### config.mk
export PLATFORM = sky130hd
export DESIGN_NAME = ldm_stm_seq_flat
export DESIGN_NICKNAME = d
export VERILOG_FILES = /design/src/rtl/ldm_stm_seq_if.sv /design/src/rtl/ldm_stm_seq.sv /design/src/flat_wrapper.sv
export SDC_FILE = /design/constraint.sdc
export NUM_CORES = 1
export LEC_CHECK = 0
export BUFFER_PORTS_ARGS = -buffer_cell sky130_fd_sc_hd__buf_2
export CORE_ASPECT_RATIO = 0.9
export CORE_MARGIN = 5
export CORE_UTILIZATION = 49
export CTS_BUF_LIST = sky130_fd_sc_hd__clkbuf_8 sky130_fd_sc_hd__clkbuf_16
export CTS_CLUSTER_SIZE = 14
export DETAILED_ROUTE_END_ITERATION = 10
export PLACE_DENSITY_LB_ADDON = 0.1
export SYNTH_ARGS = -nofsm -noshare
export SYNTH_HDL_FRONTEND = slang
export SYNTH_SLANG_ARGS = --single-unit
### constraint.sdc
create_clock -name i_clk -period 4.7 [get_ports i_clk]
set_input_delay 0.94 -clock i_clk [delete_from_list [all_inputs] [get_ports i_clk]]
set_output_delay 0.94 -clock i_clk [all_outputs]
set_load 0.05 [all_outputs]
### src/rtl/ldm_stm_seq_if.sv
// ldm_stm_seq_if
// Bus bundle between the EX/MEM block-transfer sequencer and its environment.
// Ports (signals carried):
//   i_start, i_reg_list[15:0], i_base[31:0], i_rn_code[3:0], i_p, i_u, i_w, i_l
//       decoded LDM/STM instruction fields, driven by the pipeline
//   i_mem_rdy            memory accepts the current transfer
//   o_mem_vld, o_mem_addr[31:0], o_mem_we, o_xfer_reg[3:0]
//       memory transfer request
//   o_ldm_hold           pipeline hold, to the hazard controller
//   o_wb_base_vld, o_wb_base_data[31:0]
//       base register write-back
//   o_done               one-cycle end-of-instruction pulse
// Modports: slave = sequencer, master = pipeline/memory side.
interface ldm_stm_seq_if;
    logic        i_start;
    logic [15:0] i_reg_list;
    logic [31:0] i_base;
    logic [3:0]  i_rn_code;
    logic        i_p;
    logic        i_u;
    logic        i_w;
    logic        i_l;
    logic        i_mem_rdy;
    logic        o_mem_vld;
    logic [31:0] o_mem_addr;
    logic        o_mem_we;
    logic [3:0]  o_xfer_reg;
    logic        o_ldm_hold;
    logic        o_wb_base_vld;
    logic [31:0] o_wb_base_data;
    logic        o_done;

    modport master (
        output i_start, i_reg_list, i_base, i_rn_code, i_p, i_u, i_w, i_l, i_mem_rdy,
        input  o_mem_vld, o_mem_addr, o_mem_we, o_xfer_reg, o_ldm_hold,
        input  o_wb_base_vld, o_wb_base_data, o_done
    );

    modport slave (
        input  i_start, i_reg_list, i_base, i_rn_code, i_p, i_u, i_w, i_l, i_mem_rdy,
        output o_mem_vld, o_mem_addr, o_mem_we, o_xfer_reg, o_ldm_hold,
        output o_wb_base_vld, o_wb_base_data, o_done
    );
endinterface

### src/rtl/ldm_stm_seq.sv
// ldm_stm_seq
// LDM/STM multiple-transfer sequencer. Issues one word transfer per accepted
// memory handshake in ascending register order, holds the pipeline until the
// last transfer is accepted and produces the base register write-back.
// Ports:
//   i_clk    clock, rising edge
//   i_rst_n  asynchronous active-low reset
//   io_bus   ldm_stm_seq_if.slave: instruction fields, memory handshake,
//            pipeline hold, base write-back and done pulse
module ldm_stm_seq (
    input  logic          i_clk,
    input  logic          i_rst_n,
    ldm_stm_seq_if.slave  io_bus
);

    typedef enum logic [0:0] {StIdle, StXfer} state_e;

    state_e      r_state, w_state_nxt;
    logic [15:0] r_mask, w_mask_nxt;
    logic [31:0] r_addr, w_addr_nxt;
    logic        r_we, w_we_nxt;
    logic        r_wb_en, w_wb_en_nxt;
    logic [31:0] r_wb_data, w_wb_data_nxt;

    logic [4:0]  w_count;
    logic [31:0] w_base_al;
    logic [31:0] w_span;
    logic [31:0] w_start_addr;
    logic [31:0] w_wb_value;
    logic        w_wb_start;
    logic [3:0]  w_idx;
    logic        w_busy;
    logic        w_req;
    logic        w_last;
    logic        w_accept;
    logic        w_done;

    // Number of registers in the list, 0..16
    always_comb begin
        w_count = '0;
        for (int i = 0; i < 16; i++) begin
            w_count = w_count + {4'd0, io_bus.i_reg_list[i]};
        end
    end

    assign w_base_al = {io_bus.i_base[31:2], 2'b00};
    assign w_span    = {25'd0, w_count, 2'b00};

    always_comb begin
        w_start_addr = w_base_al;
        unique case ({io_bus.i_p, io_bus.i_u})
            2'b01:   w_start_addr = w_base_al;                    // IA
            2'b11:   w_start_addr = w_base_al + 32'd4;            // IB
            2'b00:   w_start_addr = w_base_al - w_span + 32'd4;   // DA
            2'b10:   w_start_addr = w_base_al - w_span;           // DB
            default: w_start_addr = w_base_al;
        endcase
    end

    assign w_wb_value = io_bus.i_u ? (io_bus.i_base + w_span) : (io_bus.i_base - w_span);

    // A load that includes the base register keeps the loaded value; empty list never writes back
    assign w_wb_start = io_bus.i_w && (io_bus.i_reg_list != 16'd0) &&
                        !(io_bus.i_l && io_bus.i_reg_list[io_bus.i_rn_code]);

    // Lowest set bit of the remaining mask
    always_comb begin
        w_idx = 4'd0;
        for (int i = 15; i >= 0; i--) begin
            if (r_mask[i]) begin
                w_idx = 4'(i);
            end
        end
    end

    assign w_busy   = (r_state == StXfer);
    assign w_req    = w_busy && (r_mask != 16'd0);
    assign w_last   = ((r_mask & (r_mask - 16'd1)) == 16'd0);
    assign w_accept = w_req && io_bus.i_mem_rdy;
    assign w_done   = w_busy && ((r_mask == 16'd0) || (w_accept && w_last));

    always_comb begin
        w_state_nxt   = r_state;
        w_mask_nxt    = r_mask;
        w_addr_nxt    = r_addr;
        w_we_nxt      = r_we;
        w_wb_en_nxt   = r_wb_en;
        w_wb_data_nxt = r_wb_data;
        unique case (r_state)
            StIdle: begin
                if (io_bus.i_start) begin
                    w_state_nxt   = StXfer;
                    w_mask_nxt    = io_bus.i_reg_list;
                    w_addr_nxt    = w_start_addr;
                    w_we_nxt      = !io_bus.i_l;
                    w_wb_en_nxt   = w_wb_start;
                    w_wb_data_nxt = w_wb_value;
                end
            end
            StXfer: begin
                if (w_accept) begin
                    // Clears the lowest set bit
                    w_mask_nxt = r_mask & (r_mask - 16'd1);
                    w_addr_nxt = r_addr + 32'd4;
                end
                if (w_done) begin
                    w_state_nxt = StIdle;
                end
            end
            default: w_state_nxt = StIdle;
        endcase
    end

    always_ff @(posedge i_clk or negedge i_rst_n) begin
        if (!i_rst_n) begin
            r_state   <= StIdle;
            r_mask    <= '0;
            r_addr    <= '0;
            r_we      <= 1'b0;
            r_wb_en   <= 1'b0;
            r_wb_data <= '0;
        end else begin
            r_state   <= w_state_nxt;
            r_mask    <= w_mask_nxt;
            r_addr    <= w_addr_nxt;
            r_we      <= w_we_nxt;
            r_wb_en   <= w_wb_en_nxt;
            r_wb_data <= w_wb_data_nxt;
        end
    end

    // Request fields read as zero whenever no transfer is being requested
    assign io_bus.o_mem_vld      = w_req;
    assign io_bus.o_mem_addr     = w_req ? r_addr : 32'd0;
    assign io_bus.o_mem_we       = w_req && r_we;
    assign io_bus.o_xfer_reg     = w_req ? w_idx : 4'd0;
    assign io_bus.o_ldm_hold     = w_busy ? !w_done : io_bus.i_start;
    assign io_bus.o_done         = w_done;
    assign io_bus.o_wb_base_vld  = w_done && r_wb_en;
    assign io_bus.o_wb_base_data = r_wb_data;

endmodule

### src/flat_wrapper.sv
// flat-port wrapper written by rule: the top's interface ports become plain ports
module ldm_stm_seq_flat 
  (i_clk, i_rst_n, io_bus_i_start, io_bus_i_reg_list, io_bus_i_base, io_bus_i_rn_code, io_bus_i_p, io_bus_i_u, io_bus_i_w, io_bus_i_l, io_bus_i_mem_rdy, io_bus_o_mem_vld, io_bus_o_mem_addr, io_bus_o_mem_we, io_bus_o_xfer_reg, io_bus_o_ldm_hold, io_bus_o_wb_base_vld, io_bus_o_wb_base_data, io_bus_o_done);
  ldm_stm_seq_if io_bus_i ();
  input  logic i_clk;
  input  logic i_rst_n;
  input wire logic [$bits(io_bus_i.i_start)-1:0] io_bus_i_start;
  input wire logic [$bits(io_bus_i.i_reg_list)-1:0] io_bus_i_reg_list;
  input wire logic [$bits(io_bus_i.i_base)-1:0] io_bus_i_base;
  input wire logic [$bits(io_bus_i.i_rn_code)-1:0] io_bus_i_rn_code;
  input wire logic [$bits(io_bus_i.i_p)-1:0] io_bus_i_p;
  input wire logic [$bits(io_bus_i.i_u)-1:0] io_bus_i_u;
  input wire logic [$bits(io_bus_i.i_w)-1:0] io_bus_i_w;
  input wire logic [$bits(io_bus_i.i_l)-1:0] io_bus_i_l;
  input wire logic [$bits(io_bus_i.i_mem_rdy)-1:0] io_bus_i_mem_rdy;
  output wire logic [$bits(io_bus_i.o_mem_vld)-1:0] io_bus_o_mem_vld;
  output wire logic [$bits(io_bus_i.o_mem_addr)-1:0] io_bus_o_mem_addr;
  output wire logic [$bits(io_bus_i.o_mem_we)-1:0] io_bus_o_mem_we;
  output wire logic [$bits(io_bus_i.o_xfer_reg)-1:0] io_bus_o_xfer_reg;
  output wire logic [$bits(io_bus_i.o_ldm_hold)-1:0] io_bus_o_ldm_hold;
  output wire logic [$bits(io_bus_i.o_wb_base_vld)-1:0] io_bus_o_wb_base_vld;
  output wire logic [$bits(io_bus_i.o_wb_base_data)-1:0] io_bus_o_wb_base_data;
  output wire logic [$bits(io_bus_i.o_done)-1:0] io_bus_o_done;
  assign io_bus_i.i_start = io_bus_i_start;
  assign io_bus_i.i_reg_list = io_bus_i_reg_list;
  assign io_bus_i.i_base = io_bus_i_base;
  assign io_bus_i.i_rn_code = io_bus_i_rn_code;
  assign io_bus_i.i_p = io_bus_i_p;
  assign io_bus_i.i_u = io_bus_i_u;
  assign io_bus_i.i_w = io_bus_i_w;
  assign io_bus_i.i_l = io_bus_i_l;
  assign io_bus_i.i_mem_rdy = io_bus_i_mem_rdy;
  assign io_bus_o_mem_vld = io_bus_i.o_mem_vld;
  assign io_bus_o_mem_addr = io_bus_i.o_mem_addr;
  assign io_bus_o_mem_we = io_bus_i.o_mem_we;
  assign io_bus_o_xfer_reg = io_bus_i.o_xfer_reg;
  assign io_bus_o_ldm_hold = io_bus_i.o_ldm_hold;
  assign io_bus_o_wb_base_vld = io_bus_i.o_wb_base_vld;
  assign io_bus_o_wb_base_data = io_bus_i.o_wb_base_data;
  assign io_bus_o_done = io_bus_i.o_done;
  ldm_stm_seq u_core (.i_clk(i_clk), .i_rst_n(i_rst_n), .io_bus(io_bus_i));
endmodule
==> impl_metrics.toml <==
[power_and_ir_drop]
leakagePower_nw = 5.340
p_sw_mw = 4.449
ir_worst_vdd_mv = 0.8559
pwr-share-seq_pct = 15.6
total_power_mw = 8.524
switching_share_pct = 52.20
p_int_mw = 4.075
p_per_area_nw_per_um2 = 689.9
clkPwrFrac_pct = 8.5
p_comb_share_pct = 75.9

[cells_and_area]
nNetsFinal = 1494
fillCellCount = 1365
finish.utilization_pct = 72.66
area_growth_pct = 45.03
diodes = 0
drive_gt1_share_pct = 38.96
stdcell_area_um2 = 12350

[die]
die_w_um = 149.0
core_um2 = 17000
num_io_pins = 133
initial_utilization_pct = 50.10
std_cell_rows = 45
fp.dieH_um = 135.1
die_area_um2 = 20120

[synth]
synth-seq-area-share_pct = 23.80
synthAdderAreaFrac_pct = 6.434
ys_async_sr_fraction_pct = 100.0
synth_area_per_cell_um2 = 7.525
yosys_warnings = 0
yosysUniqueCellTypes = 79
synth_edf_count = 0
syn_area_um2 = 8518
syn_inst = 1132
synth_top_flop_cell = "dfrtp_1"
synth_compound_area_share_pct = 23.00
synth_xor_area_share_pct = 8.226
synthMuxAreaShare_pct = 3.261
synth_top_family_by_area = "simple AND/OR/NAND/NOR gates"
synth_simple_gate_area_share_pct = 28.97
ys_seq_elements = 81

[route]
via_per_inst = 6.098
num_vias = 9995
drt_iter0_drc = 1054
avgRoutedWirePerCell_um = 20.73
first_pass_iters = 6
antenna_left = 0
drc = 0
wirelength_um = 33970

[setup_path]
cp-start-kind = "primary input"
path_class = "primary input to flip-flop"
path_max_fanout = 7
cp.required_ns = 4.94
cp_data_arrival_time_ns = 7.10
end_kind = "flip-flop"
reg2reg_slack_ns = 1.38

[clocking]
cts_hold_buf = 0
numCtsBuffers = 9
htreeDepth = 3
cts_root_buf = "clkbuf_16"
cts_tree = "done"
clock_latency_ns = 0.37
clk_pin_slew_worst_paths_ns = 0.07
clock_sinks = 81
cts_buffer_depth = 2

[outcome]
violations = "negative setup slack"
outcome = "finished, violations left"

[sta]
rsz0062_at_grt = "true"
holdWs_ns = 0.4841
fin_crit_ns = 6.861
finalSetupViolCount = 58
worst_slew_pin_slew_ns = 0.8213
skew_ns = 0.009910
slew_viol_final = 0
relSlewSlack_pct = 44.82
finalHoldViolCount = 0
worst_slack_ns = -2.161
max_freq_ghz = 0.1458
fin_crit_sh_pct = 146.0

[global_routing]
grt_pass1_vias = 9397
grt.total_usage_pct = 32.92
grt_pass1_wl_um = 52810
grt_max_degree = 76
antenna_found_initial = 0
grt-ovfl-total = 0

[min_path]
hp-class = "flip-flop to flip-flop"

[place]
gp_congestion = 1.000
pre_cts_slack_ns = -2.780
place_area_um2 = 10730
port_buffers = 130
dp_hpwl_um = 23640

[flow_run]
drv_cap = 0
==> cells in the mapped netlist, drive strengths merged, types with 8 or more instances <==
| cell type | count | area (um^2) |
|---|---|---|
| nand2 | 143 | 539.3 |
| o21ai | 115 | 579.3 |
| dfrtp | 81 | 2027 |
| nor2 | 69 | 259.0 |
| clkbuf | 66 | 247.7 |
| a21oi | 60 | 300.3 |
| xnor2 | 54 | 473.0 |
| inv | 51 | 191.4 |
| and3 | 48 | 300.3 |
| nor3 | 40 | 205.2 |
| nand3 | 38 | 190.2 |
| nand4 | 29 | 181.4 |
| xor2 | 26 | 227.7 |
| nor4 | 25 | 226.5 |
| ha | 23 | 287.8 |
| or3 | 23 | 158.9 |
| buf | 16 | 91.33 |
| o31ai | 13 | 97.59 |
| a211oi | 12 | 95.09 |
| fa | 12 | 240.2 |
| mux2i | 12 | 120.1 |
| o22ai | 12 | 75.07 |
| a21o | 10 | 75.07 |
| a222oi | 8 | 80.08 |
| and2 | 8 | 50.05 |
| nand3b | 8 | 60.06 |
| nor2b | 8 | 50.05 |
| o221ai | 8 | 70.07 |
| o41ai | 8 | 70.07 |
==> cells by family (layout without fill, tap and decap cells) <==
logic type                 after synthesis  count (layout)
buffers and inverters                  134             405
xor gates and xnor gates                80              80
DFF                                     81              81
adders and majority gates               37              37
and+or+nand+nor                        472             472
AOI/OAI and AO/OA                      306             306
muxes                                   21              21
other                                    1               2
==> power groups by stage <==
stage,logic [mW],clock network [mW],registers (mW)
after floorplan,3.08,0,1.68
after global placement,4.98,0,1.31
after detailed placement,5.03,0,1.33
after CTS,5.96,0.736,1.32
after global routing,6.88,0.763,1.39
final,6.47,0.725,1.33
==> routing by layer <==
layer	global-route usage [%]	part of all wire (%)	vias up
li1	-	-	4677
met1	48.48	43	4708
met2	49.64	45	531
met3	6.107	9.2	79
met4	8.846	3.0	0
met5	0	0	-
==> flip-flops by register name (all words and copies together) (netlist names) <==
name                          flops
u_core.r_state                    1
u_core.r_addr                    30
u_core.r_wb_en                    1
u_core.io_bus.o_wb_base_data     32
u_core.r_we                       1
u_core.r_mask                    16
==> cells in the final DEF (no fill, tap or decap), types with 9 or more instances in the layout <==
cell type	instances
o21ai_2	13
buf_4	156
xor2_1	20
xnor2_1	44
or3_4	9
dfrtp_1	80
nand4_1	29
nor3_1	33
and3_1	48
or3_1	14
clkbuf_16	9
nor4_1	14
mux2i_1	10
a21oi_2	9
buf_2	127
nand3_1	28
a21oi_1	45
a21o_1	10
o21ai_1	46
o22ai_1	9
o21ai_0	55
nor2_1	59
inv_1	42
o31ai_1	10
buf_6	50
nand2_4	10
ha_1	14
nand2_1	129
==> metrics by stage <==
stage	TNS [ns]	cells
2_1_floorplan	-82.53	1133
3_3_place_gp	-116.27	1584
3_5_place_dp	-119.09	1584
4_1_cts	-91.17	1629
5_1_grt	-100.84	1639
6_report	-92.94	1639
==> critical path, stage by stage <==
cell and delay (ns):
buf_12 0.09, inv_12 0.03, ha_4 0.25, inv_2 0.03, fa_1 0.48, fa_2 0.37
fa_1 0.50, fa_1 0.59, inv_1 0.05, ha_1 0.27, nor2b_1 0.14, o21ai_1 0.20
nand2b_1 0.12, xor2_2 0.21, inv_1 0.07, ha_2 0.21, nor2b_1 0.16, or3_1 0.37
or3_4 0.36, a222oi_1 0.40, nand4_1 0.30, nor4_4 0.23, buf_6 0.18, nand2_1 0.10
a2111oi_2 0.33, o31ai_1 0.12
==> timing repair <==
action	in CTS	in global routing
resized for setup	170	71
setup buffers	30	15
setup endpoints to repair	59	62
pin swaps	95	64
==> final cells by class <==
class | instances | area (um^2) | area share (%)
clock inverter | 6 | 50.05 | 0.4051
sequential | 81 | 2028 | 16.42
tap | 235 | 294.0 | 2.380
clock buffer | 10 | 239.0 | 1.934
multi-input combinational | 918 | 7083 | 57.33
timing repair buffer | 337 | 2440 | 19.75
inverter | 52 | 220.2 | 1.782
==> worst paths after layout <==
| path | start | cells after the start | to |
|---|---|---|---|
| setup reg to reg | u_core.r_mask[8]$_DFFE_PN0P_ | 10 | u_core.r_addr[23]$_DFFE_PN0P_ |
| hold reg to reg | u_core.io_bus.o_wb_base_data[16]$_DFFE_PN0P_ | 2 | u_core.io_bus.o_wb_base_data[16]$_DFFE_PN0P_ |
| max in group asynchronous | i_rst_n | 2 | u_core.r_state$_DFF_PN0_ |
| min in group asynchronous | i_rst_n | 1 | u_core.io_bus.o_wb_base_data[4]$_DFFE_PN0P_ |
| hold / removal | u_core.io_bus.o_wb_base_data[16]$_DFFE_PN0P_ | 2 | u_core.io_bus.o_wb_base_data[16]$_DFFE_PN0P_ |
| setup / recovery | io_bus_i_reg_list[1] | 26 | u_core.r_addr[29]$_DFFE_PN0P_ |
Note: power is estimated with default switching activity, not from simulation.
